`src/rtl/fetch_pkg.sv`:
```
// Shared constants, queue entry layout and pc arithmetic for the fetch scheduler.
package fetch_pkg;
    localparam int AW    = 5;
    localparam int DW    = 32;
    localparam int DEPTH = 4;
    localparam int PW    = $clog2(DEPTH);
    localparam int CW    = PW + 1;

    localparam logic [DW-1:0] NOP = 32'h00000000;

    typedef struct packed {
        logic [DW-1:0] ins;
        logic [AW-1:0] pc;
    } q_entry_t;

    // Word address arithmetic wraps modulo 2^AW.
    function automatic logic [AW-1:0] addr_inc(input logic [AW-1:0] a, input logic [1:0] k);
        return a + AW'(k);
    endfunction
endpackage

```
`src/rtl/instr_queue.sv`:
```
// Instruction queue: two write ports (in order, wr0 then wr1), one read port.
// flush empties the queue; pointers wrap naturally since DEPTH is a power of two.
module instr_queue
    import fetch_pkg::*;
(
    input  logic          clk,
    input  logic          rst_n,
    input  logic [1:0]    wr_n,
    input  q_entry_t      wr0,
    input  q_entry_t      wr1,
    input  logic          deq,
    input  logic          flush,
    output q_entry_t      head,
    output logic [CW-1:0] count
);
    q_entry_t        mem [DEPTH];
    logic [PW-1:0]   rd_ptr, wr_ptr, wr_ptr1;
    logic            deq_ok;

    assign head    = mem[rd_ptr];
    assign wr_ptr1 = wr_ptr + PW'(1);
    // Never pop an empty queue, whatever the caller drives.
    assign deq_ok  = deq && (count != '0);

    // Storage, pointers and occupancy; flush drops everything including writes.
    always_ff @(posedge clk) begin
        if (!rst_n) begin
            for (int i = 0; i < DEPTH; i++) mem[i] <= '{ins: NOP, pc: '0};
            rd_ptr <= '0;
            wr_ptr <= '0;
            count  <= '0;
        end else if (flush) begin
            rd_ptr <= '0;
            wr_ptr <= '0;
            count  <= '0;
        end else begin
            if (wr_n != 2'd0) mem[wr_ptr]  <= wr0;
            if (wr_n == 2'd2) mem[wr_ptr1] <= wr1;
            wr_ptr <= wr_ptr + PW'(wr_n);
            rd_ptr <= rd_ptr + PW'(deq_ok);
            count  <= count + CW'(wr_n) - CW'(deq_ok);
        end
    end
endmodule

```
`src/rtl/fetch_sched.sv`:
```
// Fetch scheduler: reads pc and pc+1 from a dual-port combinational memory,
// enqueues as many words as the queue has room for (based on the registered
// count), and flushes/reloads on a redirect from execute.
module fetch_sched
    import fetch_pkg::*;
(
    input  logic          clk,
    input  logic          rst_n,
    input  logic          fetch_en,
    output logic [AW-1:0] dir,
    output logic [AW-1:0] dir2,
    input  logic [DW-1:0] ins,
    input  logic [DW-1:0] ins2,
    input  logic          redirect,
    input  logic [AW-1:0] redirect_pc,
    output logic          out_valid,
    output logic [DW-1:0] out_ins,
    output logic [AW-1:0] out_pc,
    input  logic          out_ready
);
    logic [AW-1:0] pc;
    logic [CW-1:0] q_count, free;
    logic [1:0]    wr_n;
    logic          deq;
    q_entry_t      head;

    assign dir       = pc;
    assign dir2      = addr_inc(pc, 2'd1);
    assign out_valid = (q_count != '0);
    assign out_ins   = head.ins;
    assign out_pc    = head.pc;
    assign deq       = out_valid && out_ready;
    // A same-cycle dequeue does not free a slot for this cycle's fetch.
    assign free      = CW'(DEPTH) - q_count;

    // Number of fetched words to enqueue; redirect suppresses all writes.
    always_comb begin
        wr_n = 2'd0;
        if (fetch_en && !redirect) begin
            if (free >= CW'(2))      wr_n = 2'd2;
            else if (free == CW'(1)) wr_n = 2'd1;
        end
    end

    // pc advances by the number of words actually enqueued; redirect wins.
    always_ff @(posedge clk) begin
        if (!rst_n)        pc <= '0;
        else if (redirect) pc <= redirect_pc;
        else               pc <= addr_inc(pc, wr_n);
    end

    instr_queue u_q (
        .clk   (clk),
        .rst_n (rst_n),
        .wr_n  (wr_n),
        .wr0   ('{ins: ins,  pc: pc}),
        .wr1   ('{ins: ins2, pc: dir2}),
        .deq   (deq),
        .flush (redirect),
        .head  (head),
        .count (q_count)
    );
endmodule

```
`config.mk`:
```
export PLATFORM = sky130hd
export DESIGN_NAME = fetch_sched
export DESIGN_NICKNAME = d
export VERILOG_FILES = /design/src/rtl/fetch_pkg.sv /design/src/rtl/instr_queue.sv /design/src/rtl/fetch_sched.sv
export SDC_FILE = /design/constraint.sdc
export NUM_CORES = 1
export LEC_CHECK = 0
export CAP_MARGIN = 20
export CORE_MARGIN = 5
export CORE_UTILIZATION = 56
export CTS_BUF_LIST = sky130_fd_sc_hd__clkbuf_8
export DETAILED_ROUTE_END_ITERATION = 8
export PLACE_DENSITY = 0.82
export SYNTH_ARGS = -nofsm -noshare
export SYNTH_HDL_FRONTEND = slang
export SYNTH_SLANG_ARGS = --single-unit
export TNS_END_PERCENT = 1
```
`constraint.sdc`:
```
create_clock -name clk -period 4.5 [get_ports clk]
set_clock_uncertainty 0.2 [all_clocks]
set_input_delay 0.45 -clock clk [delete_from_list [all_inputs] [get_ports clk]]
set_output_delay 0.45 -clock clk [all_outputs]
set_load 0.03 [all_outputs]
```
### Word-level counts from Yosys, hierarchy flattened

Memory sizes are Yosys's and may differ from the RTL's. A register that Yosys moved wholly into a read port is not among the register bits.
Index checks and enable logic that the tools add are counted.

* memories kept: 1
* output and inout port bits: 48
* word-level logic and storage cells: 46
* input bits: 74
* bits in writable memories: 148
* register bits after elaboration: 12

* order comparisons: 1
* mux-type cells: 20
* equality and inequality tests: 2
* bitwise gates (word level): 1
* reductions and logical operators: 9
* add/subtract/negate cells: 8

Memories
* u_q.mem: depth 4, width 37, rd ports 1, clocked after Yosys merged registers in 1, wr ports 4, line instr_queue.sv:16 `q_entry_t mem [DEPTH];`

Operator list (number)
* 2-to-1 mux 37 bit: 2
* OR reduction 37 bit: 2
* 2-to-1 mux 1 bit: 12
* 2-to-1 mux 2 bit: 5
* adder 5 x 1 -> 5 bit, second input constant: 1
* adder 5 x 2 -> 5 bit: 1
* 2-to-1 mux 5 bit: 1
* adder 3 x 2 -> 3 bit: 1
* equality test 3 x 1 -> 1 bit, second input constant: 1
* >= comparator 3 x 2 -> 1 bit, second input constant: 1
* logical AND 1 bit: 3
* nonzero test 3 bit: 1
* subtractor 3 x 1 -> 3 bit: 1
* subtractor 3 bit, first input constant: 1
* adder 2 x 1 -> 2 bit: 1
* adder 2 x 1 -> 2 bit, second input constant: 1
* adder 2 bit: 1
* equality test 2 bit, second input constant: 1
* nonzero test 2 bit: 1
* OR reduction 2 bit: 1
* zero test 1 bit: 1
* NOT 1 bit: 1

### Logic depth before layout (Yosys ltp)

* word-level depth: 12
* mapped depth: 12

### Modules after synthesis

From an unflattened synthesis, not the netlist that was laid out.

* cell total of the unflattened synthesis: 528
* area, all modules: 8016.4 µm²

By module, submodules not included
* instr_queue: instances 1, cells each 477, seq. area each 4584.4 µm², area each 7587.3 µm²
* fetch_sched: instances 1, cells each 51, seq. area each 100.1 µm², area each 429.2 µm²

### Least setup slack after synthesis

OpenSTA, ideal clock, no wires.

* path kind: register -> register
* start point: register u_q.count[1]
* end point: memory u_q.mem[3][0] (netlist bit), enable pin
* stages on the path, launching flop included: 9
* data arrival time: 3.198 ns
* library setup time: 0.436 ns
* period minus slack after synthesis: 3.834 ns
* setup slack: 0.666 ns
* required time: 3.864 ns
* path buffers: 2
* cells stage by stage: dfxtp_1 inv_1 ha_1 ha_1 or3b_1 clkbuf_1 clkbuf_1 a21oi_1 o21ai_1

RTL lines
* start: declaration: line instr_queue.sv:14 `output logic [CW-1:0] count`
* start signal: assignment: line instr_queue.sv:41 `count <= count + CW'(wr_n) - CW'(deq_ok);`
* end: declaration: line instr_queue.sv:16

==> metrics.md <==
| Metric | Value |
|---|---|
| Drt first pass iters | 5 |
| Multi-input logic area | 3190 um2 |
| Final worst-path cycle share | 80.4% |
| Reg2reg start | u_q.count[1] |
| Final setup violation count | 0 |
| Slew Limit Fails | 0 |
| Post-cts resize count | 0 |
| Status | completed |
| Clock latency at the later pin of the worst-skew pair | 0.45 ns |
| Worst-path fanout max | 37 |
| Critical Path RT | 4.34 ns |
| Leak pwr | 0.00348 uW |
| H-tree depth | 4 |
| Cell mode on critical path | ha_1 |
| Slowest stage delay, CP | 0.95 ns |
| GRT overflow | 0 |
| Synth Flop Type | edfxtp_1 |
| Max Fclk | 276 MHz |
| Mapped Avg Cell Area | 14.2 um2 |
| Post-synthesis register bit count | 160 |
| Vias in the first global route | 6097 |
| Asr flop ratio synth | 0% |
| Chip Width | 131 um |
| Drt drc | 0 |
| Final WL | 21.5 mm |
| PD cells | 395 nW/um2 |
| Layout Nets | 758 |
| WP data arrival | 3.46 ns |
| Max_slew headroom | 26.2% |
| Hold Crit Class | in -> reg |
| Worst IR drop on VDD | 0.289 mV |
| Setup TNS | 0 ns |
| Synth cell types | 46 |
| # port buffers | 121 |
| Worst-Margin Slew | 1.11 ns |
| Sequential share of the synthesized area | 57.2% |
| Largest net degree at the start of global routing | 50 |
| Largest area contributor in the netlist | edfxtp_1 |
| Initial antenna violation count | 0 |
| Ranking of synthesized cells by area | edfxtp_1 (54%), a22o_1 (11%), mux4_2 (10%) |
| Worst Hold Launch | redirect_pc[2] |
| Reg area | 4690 um2 |
| CTS Sinks | 160 |
| Hold Path Depth | 3 |
| Final Hold Fails | 0 |
| First-pass GRT wire length | 33.0 mm |
| CTS tree | built |
| Type of origin of the critical path | flip-flop |
| Total GRT Usage | 25.5% |
| Die height | 131 um |
| Worst Hold End | dir[2] |
| Hold WS | 0.414 ns |
| Top cell type's share of synthesized area | 54.2% |
| FF-to-FF setup slack | 0.88 ns |
| CP endpoint kind | flip-flop |
| Core Footprint | 14400 um2 |
| Fill cells | 969 |
| CTS root buffer | clkbuf_8 |
| Ratio of cells with drive above 1 in the final layout | 15.1% |
| CTS Buf Count | 17 |
| # diodes | 0 |
| Critical Path Slowest Stage Cell | or3_2 |
| Initial core utilization | 56.8% |
| Cells after Synth | 578 |
| Detailed Place HPWL | 12.7 mm |
| Mapped Area | 8200 um2 |
| Syn nets | 666 |
| RSZ-0062 raised after global routing | false |
| Final antenna-violating net count | 0 |
| R2r endpoint | u_q.mem[0][23] |
| Die area | 17200 um2 |
| Clock-pin slew on the worst setup and hold paths | 0.09 ns |
| Worst-path cell chain | inv_1, ha_1, ha_1, nor3b_4, nor3_4, buf_4, or3_2 |
| Placer's final routability congestion estimate | 0.865 |
| Setup Fix Bufs, Post-CTS | 0 |
| I/O Pins | 122 |
| Setup Crit Path Kind | reg -> reg |
| # hold bufs at CTS | 0 |
| Fin crit period | 3.62 ns |
| Avg WL per Cell | 24.8 um |
| Post-Layout Cell Count | 867 |
| Max_cap viols | 0 |
| EDFF count, synth | 148 |
| Row cnt | 44 |
| Placed Instances | 835 |
| FF-to-FF path depth | 7 |
| Deepest clock path buffer count | 2 |
| Area Overhead vs Synth | 21.2% |
| Syn. warnings | 0 |
| Vias | 5964 |
| Drt first-iter violations | 925 |
| Vias/cell | 6.88 |
worst max path at each step:
stage	depth (start not counted)	to	slack, ns	from
after CTS	7	u_q.mem[0][32]	0.91	u_q.count[1]
after global routing	7	u_q.mem[0][31]	0.76	u_q.count[1]
final	7	u_q.mem[0][23]	0.88	u_q.count[1]
after detailed placement	5	u_q.mem[0][18]	0.91	rst_n
after global placement	5	u_q.mem[0][22]	0.99	rst_n
after floorplan	8	u_q.mem[3][0]	0.67	u_q.count[1]
cell type report:
cell class / instances / area share [%]
timing repair buffer: 132 / 13.0
sequential: 160 / 47.2
clock buffer: 17 / 2.36
tap: 184 / 2.32
clock inverter: 15 / 2.43
multi-input combinational: 344 / 32.1
inverter: 15 / 0.567
cell usage in the layout (no fill, tap or decap), types with 10 or more instances in the layout:
| cell type | instances |
|---|---|
| a22o_1 | 99 |
| buf_4 | 11 |
| clkbuf_8 | 17 |
| clkdlybuf4s50_1 | 121 |
| dfxtp_1 | 10 |
| edfxtp_1 | 148 |
| ha_1 | 12 |
| inv_1 | 16 |
| mux4_2 | 37 |
| nand3_1 | 42 |
| nand4_1 | 33 |
| o21ai_1 | 33 |
flip-flops by register name, summed over array words and instances, names as in the netlist:
signal / count
u_q.count: 3
u_q.wr_ptr: 2
u_q.rd_ptr: 2
u_q.mem: 148
dir: 5
routing by layer:
layer  GRT usage, %  routed length [um]
met5              0                   0
met2           41.8               10600
met1           33.9                8110
met4           9.68                 436
met3           4.96                2320
power by group:
group          switching [uW]  leakage [uW]  total (uW)  internal (uW)
clock network             539      0.000229        1250            714
logic                     533       0.00161         858            325
registers                59.7       0.00164        1810           1750
kinds of logic after synthesis:
group / after synthesis / share of synthesized area, %
muxes: 45 / 11.2
adders and majority gates: 14 / 2.32
AOI/OAI and AO/OA: 153 / 14.5
and+or+nand+nor: 124 / 9.56
xor gates and xnor gates: 8 / 0.855
DFF: 160 / 57.2
buffers and inverters: 74 / 4.43
through the flow:
stage	total power, uW	area (um2)	setup WS [ns]	utilization (%)
final	3920	9930	0.880	68.9
after detailed placement	2690	9460	0.908	65.6
after global routing	4040	9930	0.755	68.9
after global placement	2660	9460	0.989	65.6
after floorplan	2350	8200	0.666	-
after CTS	3920	9930	0.914	68.9
synthesized netlist by cell type (all sizes together) (2+ instances only):
cell,instances
o21ai,35
or3,6
fa,2
nor3b,2
nand4,33
mux2,3
a311oi,2
edfxtp,148
xor2,6
mux2i,5
nor2,6
buf,32
inv,15
a22o,99
o2bb2ai,6
nand2,5
nor3,7
a21oi,5
ha,12
clkbuf,27
nand2b,5
dfxtp,12
nor2b,4
nand3,42
mux4,37
a221o,3
xnor2,2
and2,4
nor4,3
critical path, delay by kind of cell (launching register included):
family	cells	cell delay, ns
DFF	1	0.39
and+or+nand+nor	3	1.67
adders and majority gates	2	0.51
buffers and inverters	2	0.40
No activity file was read; power rests on OpenSTA's default activity.
